[src/rtl/term_tile_cfg_loop.sv]
// Fabric termination tile: per-wire configurable loopback (Nin -> Sout) set by captured config frames,
// plus a retimed frame bus. Optional activity counter enabled by TERM_ACTIVITY_CNT_EN.

module term_lb_cell (
  input  logic       clk,
  input  logic       rst,
  input  logic       nin,
  input  logic [1:0] mode,
  output logic       sout
);
  logic lb_q;

  always_ff @(posedge clk) begin
    if (rst) lb_q <= 1'b0;
    else     lb_q <= nin;
  end

  // Reset forces the direct path so the edge stays transparent while config is being cleared.
  always_comb begin
    sout = nin;
    if (!rst) begin
      case (mode)
        2'b01:   sout = ~nin;
        2'b10:   sout = 1'b0;
        2'b11:   sout = lb_q;
        default: sout = nin;
      endcase
    end
  end
endmodule

module term_tile_cfg_loop #(
  parameter int NUM_WIRES          = 16,
  parameter int FRAME_BITS_PER_ROW = 32,
  parameter int MAX_FRAMES_PER_COL = 20,
  parameter int CFG_FRAMES         = 2,
  parameter int PIPE_STAGES        = 1
`ifdef TERM_ACTIVITY_CNT_EN
  , parameter int ACT_W            = 16
`endif
) (
  input  logic                          UserCLK,
  input  logic                          UserRST,
  input  logic [NUM_WIRES-1:0]          Nin,
  output logic [NUM_WIRES-1:0]          Sout,
  input  logic [FRAME_BITS_PER_ROW-1:0] FrameData,
  output logic [FRAME_BITS_PER_ROW-1:0] FrameData_O,
  input  logic [MAX_FRAMES_PER_COL-1:0] FrameStrobe,
  output logic [MAX_FRAMES_PER_COL-1:0] FrameStrobe_O,
  output logic                          UserCLKo
`ifdef TERM_ACTIVITY_CNT_EN
  , output logic [ACT_W-1:0]            ActCnt
`endif
);
  localparam int CFG_W = CFG_FRAMES * FRAME_BITS_PER_ROW;

  if (2 * NUM_WIRES > CFG_W) begin : g_err_cfg_w
    $error("term_tile_cfg_loop: config frames too small for NUM_WIRES");
  end
  if (CFG_FRAMES > MAX_FRAMES_PER_COL) begin : g_err_frames
    $error("term_tile_cfg_loop: CFG_FRAMES exceeds MAX_FRAMES_PER_COL");
  end
  if (PIPE_STAGES > 4 || PIPE_STAGES < 0) begin : g_err_pipe
    $error("term_tile_cfg_loop: PIPE_STAGES out of range 0..4");
  end

  typedef struct packed {
    logic [FRAME_BITS_PER_ROW-1:0] data;
    logic [MAX_FRAMES_PER_COL-1:0] strobe;
  } fbus_t;

  // Packed so the flat view is {frame[CFG_FRAMES-1], ..., frame[0]}.
  logic [CFG_FRAMES-1:0][FRAME_BITS_PER_ROW-1:0] cfg_frame;
  logic [CFG_W-1:0]                              cfg_flat;

  always_ff @(posedge UserCLK) begin
    if (UserRST) begin
      cfg_frame <= '0;
    end else begin
      for (int f = 0; f < CFG_FRAMES; f++)
        if (FrameStrobe[f]) cfg_frame[f] <= FrameData;
    end
  end

  assign cfg_flat = cfg_frame;

  if (CFG_W > 2 * NUM_WIRES) begin : g_cfg_spare
    logic unused_cfg;
    assign unused_cfg = ^cfg_flat[CFG_W-1:2*NUM_WIRES];
  end

  for (genvar i = 0; i < NUM_WIRES; i++) begin : g_lane
    term_lb_cell u_cell (
      .clk  (UserCLK),
      .rst  (UserRST),
      .nin  (Nin[i]),
      .mode (cfg_flat[2*i +: 2]),
      .sout (Sout[i])
    );
  end

  fbus_t fbus_in;
  assign fbus_in = '{data: FrameData, strobe: FrameStrobe};

  if (PIPE_STAGES == 0) begin : g_pipe_none
    assign FrameData_O   = fbus_in.data;
    assign FrameStrobe_O = fbus_in.strobe;
  end else begin : g_pipe
    fbus_t [PIPE_STAGES-1:0] pipe;

    always_ff @(posedge UserCLK) begin
      if (UserRST) begin
        pipe <= '0;
      end else begin
        pipe[0] <= fbus_in;
        for (int s = 1; s < PIPE_STAGES; s++) pipe[s] <= pipe[s-1];
      end
    end

    assign FrameData_O   = pipe[PIPE_STAGES-1].data;
    assign FrameStrobe_O = pipe[PIPE_STAGES-1].strobe;
  end

  // Stands in for the technology clock buffer; never gated or reset.
  assign UserCLKo = UserCLK;

`ifdef TERM_ACTIVITY_CNT_EN
  logic [NUM_WIRES-1:0] nin_q;

  always_ff @(posedge UserCLK) begin
    if (UserRST) begin
      nin_q  <= '0;
      ActCnt <= '0;
    end else begin
      nin_q <= Nin;
      if (Nin != nin_q && ActCnt != {ACT_W{1'b1}}) ActCnt <= ActCnt + 1'b1;
    end
  end
`endif
endmodule

[config.mk]
export PLATFORM = sky130hd
export DESIGN_NAME = term_tile_cfg_loop
export DESIGN_NICKNAME = d
export VERILOG_FILES = /design/src/rtl/term_tile_cfg_loop.sv
export SDC_FILE = /design/constraint.sdc
export NUM_CORES = 1
export LEC_CHECK = 0
export ABC_AREA = 1
export CELL_PAD_IN_SITES_DETAIL_PLACEMENT = 1
export CELL_PAD_IN_SITES_GLOBAL_PLACEMENT = 1
export CORE_MARGIN = 3
export CORE_UTILIZATION = 29
export DETAILED_ROUTE_END_ITERATION = 6
export GPL_TIMING_DRIVEN = 0
export HOLD_SLACK_MARGIN = 0.1
export PLACE_DENSITY = 0.79
export SLEW_MARGIN = 20
export SYNTH_ARGS = -nofsm -noshare
export SYNTH_HDL_FRONTEND = slang
export SYNTH_SLANG_ARGS = --single-unit
[constraint.sdc]
create_clock -name UserCLK -period 1.2 [get_ports UserCLK]
set_clock_uncertainty 0.2 [all_clocks]
set_input_delay 0.24 -clock UserCLK [delete_from_list [all_inputs] [get_ports UserCLK]]
set_output_delay 0.24 -clock UserCLK [all_outputs]
set_load 0.02 [all_outputs]
==> impl_metrics.json <==
{
  "power_leakage_nw": 3.05,
  "arrival_ns": 1.26,
  "dpl-instance-area_um2": 5700,
  "rsz0062_at_grt": "true",
  "yosysUniqueCellTypes": 13,
  "synth_sequential_area_ratio": 0.494,
  "grt_pass1_vias": 4037,
  "die_w_um": 124,
  "p_per_area_nw_per_um2": 1300,
  "violations": "hold timing, setup timing",
  "crit_path_start_kind": "register",
  "hold_viol": 1,
  "drive_gt1_frac": 0.509,
  "gp_congestion": 0.722,
  "timing.critical_path.mode_cell": "nand2_1",
  "finalCritPeriodShare": 1.41,
  "slew_violations": 0,
  "max_stage_delay_ns": 0.33,
  "die-area_um2": 15400,
  "path_max_fanout": 3,
  "grt_pass1_wl_um": 19500,
  "finalSetupViolCount": 69,
  "place.port_buffers": 136,
  "routed_wl_um": 12700,
  "peakVddDrop_mv": 0.605,
  "crit_family": "simple AND/OR/NAND/NOR gates",
  "whs_ns": -0.00567,
  "post_drt_via_cell_ratio": 4.27,
  "rr_endpoint": "cfg_flat[2]",
  "grt_overflow_total": 0,
  "cp-end-kind": "primary output",
  "power_w": 0.00839,
  "core_area_um2": 13500,
  "area_growth_pct": 59.9,
  "ys_warn_count": 0,
  "dr.pass1.iters": 4,
  "final_cells": 843,
  "status": "finished, violations left",
  "tightest_slew_ns": 0.416,
  "die_height_um": 124,
  "synthesis.area_um2": 4050,
  "timing.fmax_mhz": 590,
  "fp-row-count": 42,
  "clk_latency_ns": 0.46,
  "boundaryPins": 139,
  "rrSetupSlack_ns": 0.16,
  "holdPathStages": 3,
  "wl_per_cell_um": 15.1,
  "min_to": "FrameStrobe_O[10]",
  "drc_errors": 0,
  "grt_max_degree": 15,
  "placedCellCount": 805,
  "synth_fp_nets": 563,
  "tritoncts": "built",
  "timing.rr.start": "cfg_flat[2]",
  "start_util": 0.301,
  "hold_start": "UserRST",
  "final_cell_mix": "85 x inv_1, 82 x dfxtp_2, 76 x buf_6",
  "antenna_found_initial": 1,
  "hpwl_um": 8650,
  "setup_slack_ns": -0.496,
  "track_usage": 0.165,
  "worstHoldPathType": "in -> reg",
  "cts.reportedPaths.clkPinSlew_ns": 0.06,
  "vias": 3600,
  "cp_cell_sequence": "nor2_1 -> nand2_1 -> nand2_1 -> nand2_1 -> nand2_1 -> buf_6",
  "drtAntennaViolNets": 0,
  "critPathKind": "reg -> out",
  "min_period_ns": 1.70,
  "worst-path-buf-inv": 1,
  "rr_worst_depth": 4,
  "syn_area_per_cell_um2": 8.21,
  "cap_violations": 0,
  "yosys_register_bits": 100,
  "critPathRequiredTime_ns": 0.76,
  "drtIter0Drc": 99,
  "design_area_um2": 6470,
  "final_common_cell": "inv_1",
  "cp_slowest_cell": "dfxtp_2",
  "slew-limit-headroom": 0.723,
  "crit_cells": 6,
  "nets": 732,
  "pre_cts_slack_ns": -0.961,
  "netlist_instances": 493
}
[logic make-up after synthesis]
logic type	Yosys count	share of synthesized area
flops	100	0.494
simple gates	183	0.181
compound gates	64	0.138
buf+inv	146	0.187
[area by class of cell]
cell class / instances / area (um^2)
clock inverter: 3 / 15.0
antenna: 1 / 2.50
multi-input combinational: 247 / 1440
tap: 176 / 220
sequential: 100 / 2110
inverter: 108 / 413
buffer: 21 / 228
timing repair buffer: 172 / 1740
clock buffer: 15 / 302
fill: 1566 / 6980
[worst max-delay path by stage]
stage | from | endpoint
after floorplan | UserRST | Sout[12]
after global placement | Nin[11] | Sout[11]
after detailed placement | Nin[5] | Sout[5]
after CTS | cfg_flat[26] | Sout[13]
after global routing | cfg_flat[28] | Sout[14]
final | cfg_flat[22] | Sout[11]
[registers in the layout, summed over array words and instances (netlist names)]
register            cells
cfg_flat               32
FrameStrobe_O          20
FrameData_O            32
g_lane.u_cell.lb_q     16
[routing by layer]
layer  vias to the layer above  share of wire  GRT usage
li1                       1797              -          -
met1                      1683           0.39      0.182
met2                       102           0.53      0.298
met3                        18          0.058     0.0431
met4                         0          0.017     0.0691
met5                         -              0          0
[report_power, final]
part	total [W]	switching (W)	leakage, nW	internal, W
Combinational	0.00162	0.000799	2.04	0.000821
Clock	0.00309	0.00133	0.158	0.00176
Sequential	0.00367	0.000124	0.856	0.00355
[cell usage after synthesis]
cell type,count,area (um^2)
buf_4,20,150
o21ai_2,31,272
buf_6,10,113
buf_2,4,20.0
dfxtp_1,100,2000
inv_8,1,11.3
o21ai_1,1,5.00
nand3_1,38,190
nor2_1,79,297
buf_8,4,60.1
a21oi_2,32,280
inv_1,107,402
nand2_1,66,248
[tightest hold or removal path, cell delays in order]
cell and delay (ns):
buf_12 0.10, buf_2 0.22, nor2_2 0.05
[through the flow]
| step | util | TNS [ns] | hold slack [ns] |
|---|---|---|---|
| global placement | 0.424 | -21.13 | 0.293 |
| global route | 0.481 | -16.75 | 0.0128 |
| detailed placement | 0.424 | -22.03 | 0.295 |
| finish | 0.481 | -14.20 | -0.00567 |
| floorplan | - | -1.03 | 0.147 |
| CTS | 0.475 | -16.21 | 0.00504 |
[what timing repair did]
action                                  in CTS  in global routing
gates resized for setup                    531                 35
pin swaps                                   27                 29
endpoints found under the setup margin      69                111
setup buffers                               21                  5
cloned                                       0                  1
hold endpoints to repair                    64                 52
hold buffers                                17                  2
Power figures use the tool's default switching activity.
